==> src/rtl/mhsa_seq_ctrl.sv <==
// MHSA job sequencer: streams usram words into the engine,
// waits for compute, writes results back, then flags done.
module mhsa_seq_ctrl #(
  parameter int DATA_W      = 64,
  parameter int UADDR_W     = 14,
  parameter int LOAD_WORDS  = 64,
  parameter int STORE_WORDS = 64
) (
  input  logic               clk,
  input  logic               rst_n,
  input  logic [31:0]        start,
  input  logic [31:0]        input_base,
  input  logic [31:0]        output_base,
  output logic               done_set,
  output logic               busy,
  output logic               host_blocked,
  output logic [UADDR_W-1:0] usram_addr,
  output logic               usram_rd_en,
  input  logic [DATA_W-1:0]  usram_rdata,
  output logic               usram_wr_en,
  output logic [DATA_W-1:0]  usram_wdata,
  output logic               eng_start,
  output logic               eng_in_valid,
  output logic [DATA_W-1:0]  eng_in_data,
  input  logic               eng_in_ready,
  input  logic               eng_done,
  input  logic               eng_out_valid,
  input  logic [DATA_W-1:0]  eng_out_data,
  output logic               eng_out_ready
);

  localparam int LCW = $clog2(LOAD_WORDS + 1);
  localparam int SCW = $clog2(STORE_WORDS + 1);
  localparam logic [LCW-1:0] LD_LAST = LCW'(LOAD_WORDS - 1);
  localparam logic [SCW-1:0] ST_LAST = SCW'(STORE_WORDS - 1);

  typedef enum logic [2:0] {
    S_IDLE,
    S_RD,
    S_HOLD,
    S_WAIT,
    S_STORE,
    S_FIN
  } state_e;

  state_e             state_q, state_d;
  logic               start_q;
  logic [LCW-1:0]     ld_cnt_q, ld_cnt_d;
  logic [SCW-1:0]     st_cnt_q, st_cnt_d;
  logic [DATA_W-1:0]  data_q, data_d;
  logic               first_q, first_d;
  logic               eng_start_q, eng_start_d;

  logic               go;
  logic               abort;
  logic [31:0]        rd_sum;
  logic [31:0]        wr_sum;
  logic               unused_bits;

  assign go    = start[0] & ~start_q;
  assign abort = start[1];

  // 32-bit sums; only the low UADDR_W bits address usram
  assign rd_sum = input_base + 32'(ld_cnt_q);
  assign wr_sum = output_base + 32'(st_cnt_q);

  assign unused_bits = ^{start[31:2],
                         rd_sum[31:UADDR_W],
                         wr_sum[31:UADDR_W]};

  assign busy          = (state_q != S_IDLE);
  assign host_blocked  = busy;
  assign eng_out_ready = (state_q == S_STORE);
  assign eng_start     = eng_start_q;

  // state, counters, captured read word, start edge detector
  always_ff @(posedge clk or negedge rst_n) begin
    if (!rst_n) begin
      state_q     <= S_IDLE;
      start_q     <= 1'b0;
      ld_cnt_q    <= '0;
      st_cnt_q    <= '0;
      data_q      <= '0;
      first_q     <= 1'b0;
      eng_start_q <= 1'b0;
    end else begin
      state_q     <= state_d;
      start_q     <= start[0];
      ld_cnt_q    <= ld_cnt_d;
      st_cnt_q    <= st_cnt_d;
      data_q      <= data_d;
      first_q     <= first_d;
      eng_start_q <= eng_start_d;
    end
  end

  // next-state and strobes; abort overrides everything
  always_comb begin
    state_d     = state_q;
    ld_cnt_d    = ld_cnt_q;
    st_cnt_d    = st_cnt_q;
    data_d      = data_q;
    first_d     = 1'b0;
    eng_start_d = 1'b0;
    done_set    = 1'b0;
    usram_rd_en = 1'b0;
    usram_wr_en = 1'b0;
    usram_addr  = '0;
    usram_wdata = '0;
    eng_in_valid = 1'b0;
    eng_in_data  = '0;
    if (abort && state_q != S_IDLE) begin
      state_d  = S_IDLE;
      ld_cnt_d = '0;
      st_cnt_d = '0;
    end else begin
      unique case (state_q)
        S_IDLE: begin
          if (go && !abort) begin
            eng_start_d = 1'b1;
            ld_cnt_d    = '0;
            state_d     = S_RD;
          end
        end
        S_RD: begin
          usram_rd_en = 1'b1;
          usram_addr  = rd_sum[UADDR_W-1:0];
          first_d     = 1'b1;
          state_d     = S_HOLD;
        end
        S_HOLD: begin
          // read data is only on the bus in the first HOLD cycle
          eng_in_valid = 1'b1;
          eng_in_data  = first_q ? usram_rdata : data_q;
          if (first_q) begin
            data_d = usram_rdata;
          end
          if (eng_in_ready) begin
            ld_cnt_d = ld_cnt_q + 1'b1;
            state_d  = (ld_cnt_q == LD_LAST) ? S_WAIT : S_RD;
          end
        end
        S_WAIT: begin
          if (eng_done) begin
            st_cnt_d = '0;
            state_d  = S_STORE;
          end
        end
        S_STORE: begin
          if (eng_out_valid) begin
            usram_wr_en = 1'b1;
            usram_addr  = wr_sum[UADDR_W-1:0];
            usram_wdata = eng_out_data;
            st_cnt_d    = st_cnt_q + 1'b1;
            if (st_cnt_q == ST_LAST) begin
              state_d = S_FIN;
            end
          end
        end
        S_FIN: begin
          done_set = 1'b1;
          state_d  = S_IDLE;
        end
        default: state_d = S_IDLE;
      endcase
    end
  end

endmodule

==> config.mk <==
export PLATFORM = sky130hd
export DESIGN_NAME = mhsa_seq_ctrl
export DESIGN_NICKNAME = d
export VERILOG_FILES = /design/src/rtl/mhsa_seq_ctrl.sv
export SDC_FILE = /design/constraint.sdc
export NUM_CORES = 1
export LEC_CHECK = 0
export CORE_AREA = 2 2 146 148
export DETAILED_ROUTE_END_ITERATION = 8
export DIE_AREA = 0 0 148 150
export PLACE_DENSITY = 0.77
export SYNTH_ARGS = -nofsm -noshare
export SYNTH_HDL_FRONTEND = slang
export SYNTH_SLANG_ARGS = --single-unit
==> constraint.sdc <==
create_clock -name clk -period 4.45 [get_ports clk]
set_input_delay 1.335 -clock clk [delete_from_list [all_inputs] [get_ports clk]]
set_output_delay 1.335 -clock clk [all_outputs]
set_load 0.02 [all_outputs]
Yosys cells after proc, flatten, opt, wreduce, memory -nomap -nowiden
Cells that the tools add are included.

Flip-flop bits (word level): 84. Word-level logic and storage cells: 74. Input port bits: 229.

Mux-type cells: 37. Reduce and logical (&&, ||, !) cells: 11. Add/sub/neg operators: 4. Bitwise gates (word level): 3. Eq/ne operators: 12.

Operators with widths (count): 64-bit two-way mux (6); 7-bit two-way mux (6); 14-bit by 7-bit adder with 14-bit output (2); 14-bit two-way mux (2); 14-bit one-hot mux with 2 select lines (1); 7-bit one-hot mux with 2 select lines (2); 3-bit two-way mux (6); 3-bit one-hot mux with 5 select lines (1); 7-bit by 1-bit adder with 7-bit output (second input constant) (2); 7-bit by 6-bit equality test with 1-bit output (second input constant) (2); 1-bit two-way mux (12); 3-bit inequality test (second input constant) (3); 3-bit nonzero test (3); 3-bit by 2-bit equality test with 1-bit output (second input constant) (2); 3-bit equality test (second input constant) (2); 3-bit AND reduction (2); 5-bit AND reduction (1); 3-bit by 1-bit equality test with 1-bit output (second input constant) (1); 3-bit zero test (1); 3-bit by 1-bit inequality test with 1-bit output (second input constant) (1); 3-bit by 2-bit inequality test with 1-bit output (second input constant) (1); 1-bit logical AND (2); 2-bit two-way mux (1); 1-bit inverter (2); 3 further kinds (3).

Longest topological paths before layout
Depth in word-level cells: 6. Depth in mapped cells: 10. Gate-level depth less buffers: 9.

Worst setup path after synthesis
Ideal clock, no wire load.

Path type: input to output. Start point: input port output_base[1]. End point: output port usram_addr[13]. Stages: 7. Data arrival time: 3.336 ns. Slack: -0.221 ns. Buffers on the path: 0. Required time: 3.115 ns. Cells stage by stage: ha_1 a211oi_1 o21ai_0 a221oi_1 nor3b_1 xnor2_1 o31ai_1.

Cells in the longest elaborated chain, start to end: 4.

Ends and longest elaborated chain: start: declaration (RTL line 13) `input logic [31:0] output_base,`; 14-bit by 7-bit adder with 14-bit output (RTL line 65) `assign wr_sum = output_base + 32'(st_cnt_q);`; 14-bit two-way mux (RTL line 150) `if (eng_out_valid) begin`; 14-bit one-hot mux with 2 select lines (RTL line 117) `unique case (state_q)`; 14-bit two-way mux (RTL line 112) `if (abort && state_q != S_IDLE) begin`; end: declaration (RTL line 17) `output logic [UADDR_W-1:0] usram_addr,`.

Every way passes these cells.

Worst setup path after layout
Start point: input port output_base[0]. End point: output port usram_addr[10].

Same word-level chain as after synthesis.

==> results.cfg <==
[logic_synthesis]
synth-edff-count = 0
ys_async_sr_fraction_pct = 100.0
synth_seq_area_share_pct = 34.46
synth.top_cell.area_share_pct = 34.46
syn_avg_cell_area_um2 = 9.967
yosys.cell_types.count = 61
yosysTopAreaCell = dfrtp_1
yosys-top-cells-area = dfrtp_1 34%, mux2_4 15%, mux2i_1 11%
synth_nets = 859
ys_ff_latch = 84
ys_warn_count = 0
netlist_area_mm2 = 0.006100
synthFlopType = dfrtp_1
syn_inst = 612

[cts]
cts_buffers = 9
insertion_delay_ps = 340
cts_buffer_depth = 2
clock-sinks = 84
htree_levels = 3
ctsRootBufferMaster = clkbuf_16
clk_pin_slew_ps = 60
cts-hold-fix-buffers = 0
cts_tree = yes

[pwr]
p_leak_nw = 5.117
max-vdd-ir-drop_uv = 183.1
pwr_density_cell_mw_per_mm2 = 350.1

[cells_and_area]
final_common_cell = clkdlybuf4s50_1
fin_cells = 1254
mostFrequentLayoutCells = 153 x clkdlybuf4s50_1, 131 x dlygate4sd2_1, 89 x nor2_1
fill_cells = 1920
diodes = 0
drive_gt1_share_pct = 23.90
stdcell_area_mm2 = 0.01039
layout.nets = 1221
area_growth_pct = 70.36

[global_route]
globalRouteOverflowTotal = 0
grt_max_degree = 44
grt_pass1_vias = 5791
grt_usage_pct = 17.39
grt_pass1_wl_um = 30700
antenna_found_initial = 2

[timing]
finalSetupViolCount = 2
drv_slew = 0
worst_hold_slack_ps = 504.1
hold_viol = 0
period_minus_slack_ps = 4516
setup_slack_ps = -66.00
max-slew-margin-rel_pct = 48.86
clock_skew_ps = 3.701
finalCritPeriodShare_pct = 101.5
rsz0062_at_grt = yes
fmax_mhz = 221.4
tightest_slew_ps = 767.1

[floorplanning]
start_util_pct = 29.48
core_mm2 = 0.02069
std_cell_rows = 53
die_h_um = 150
die_area_mm2 = 0.02220
ios = 379
dieWidth_um = 148

[route]
first_pass_iters = 4
wl_um = 20220
ant_nets = 0
drt_iter0_markers = 332
vias = 5846
wire_per_inst_um = 16.13
viasPerCell = 4.662
drc = 0

[place]
hpwl_um = 15300
port_buffers = 312
place_congestion = 0.8589
place_inst = 1225
dpl-instance-area_mm2 = 0.009940

[worst_setup_path]
required_ps = 3120
end_kind = primary output
critPathMaxFanout = 3
worst-setup-path-type = primary input to primary output
crit_path_start_kind = primary input
cp.arrival_ps = 3180

[hold_path]
min_path_type = flop to flop

[outcome]
violations = setup timing
status = complete, but fails checks

[run]
maxCapViolations = 0
-- area by class of cell --
class	count	area, um2	area share, %
Timing Repair Buffer	388	3550	34.16
Tap cell	275	344.1	3.311
Sequential cell	84	2106	20.26
Clock inverter	4	50.05	0.4816
Clock buffer	12	236.5	2.276
Inverter	13	57.56	0.5539
Multi-Input combinational cell	478	4048	38.95
-- state kept, by name, summed over array words and instances, names as in the netlist --
name	flops
data_q	64
ld_cnt_q	7
st_cnt_q	7
state_q	3
eng_start	1
first_q	1
start_q	1
-- path summary, 6_finish.rpt --
kind | startpoint | end | depth (start not counted) | slack (ps)
worst min register to register | start_q$_DFF_PN0_ | eng_start$_DFF_PN0_ | 3 | 500
worst max-delay path | output_base[0] | usram_addr[10] | 10 | -70
worst min-delay path | start_q$_DFF_PN0_ | eng_start$_DFF_PN0_ | 3 | 500
worst max register to register | state_q[2]$_DFFE_PN0P_ | data_q[51]$_DFFE_PN0P_ | 7 | 2140
max in group asynchronous | rst_n | data_q[47]$_DFFE_PN0P_ | 2 | 2700
min in group asynchronous | rst_n | data_q[11]$_DFFE_PN0P_ | 1 | 910
-- power by group --
group / total (mW) / internal [mW] / switching, mW
sequential: 1.28 / 1.06 / 0.230
combinational: 1.62 / 0.942 / 0.674
clock: 0.736 / 0.435 / 0.302
-- kinds of logic after synthesis --
logic type	count (synthesis)	synth area share, %
multiplexers	129	26.17
buffers and inverters	50	4.595
AND/OR/NAND/NOR	226	19.06
adder cells (fa/ha/maj)	19	4.103
XOR/XNOR	15	2.154
flip-flops	84	34.46
AO/OA/AOI/OAI	89	9.457
-- synthesized netlist by cell type, types with 11 or more instances --
| master | instances |
|---|---|
| ha_1 | 16 |
| mux2_4 | 60 |
| clkbuf_1 | 13 |
| nor2_1 | 91 |
| dfrtp_1 | 84 |
| nand2b_1 | 11 |
| nand2_1 | 17 |
| mux2i_1 | 65 |
| o21ai_0 | 35 |
| and2_1 | 65 |
-- layer usage --
layer,routed length (um),vias up,GRT usage (%)
met5,28,-,0
met4,365,4,5.952
met3,1440,32,3.476
met2,9575,211,28.03
met1,8812,2733,23.30
li1,-,2866,-
-- timing repair --
action | CTS | global route
setup buffers | 12 | 4
setup endpoints to repair | 143 | 13
pin swaps | 37 | 33
resized for setup | 265 | 33
hold endpoints to repair | 0 | 0
-- stage by stage --
stage          power (mW)  setup TNS (ps)  setup WS (ps)  utilization [%]
2_1_floorplan       2.328               0          10.65                -
3_3_place_gp        2.883          -35560          -1025            48.04
3_5_place_dp        2.929          -36800          -1051            48.04
4_1_cts             3.668          -107.1         -57.80            49.85
5_1_grt             3.874          -420.9         -145.4            50.22
6_report            3.638          -68.39         -66.00            50.22
-- critical path, stage by stage --
cell and delay (ps):
buf_8 70, ha_4 130, inv_2 40, fa_2 370, nor2b_2 130, o31a_1 180, o21ai_2 80, or4_4 500
a31oi_4 210, buf_6 140
Power figures use the tool's default switching activity.
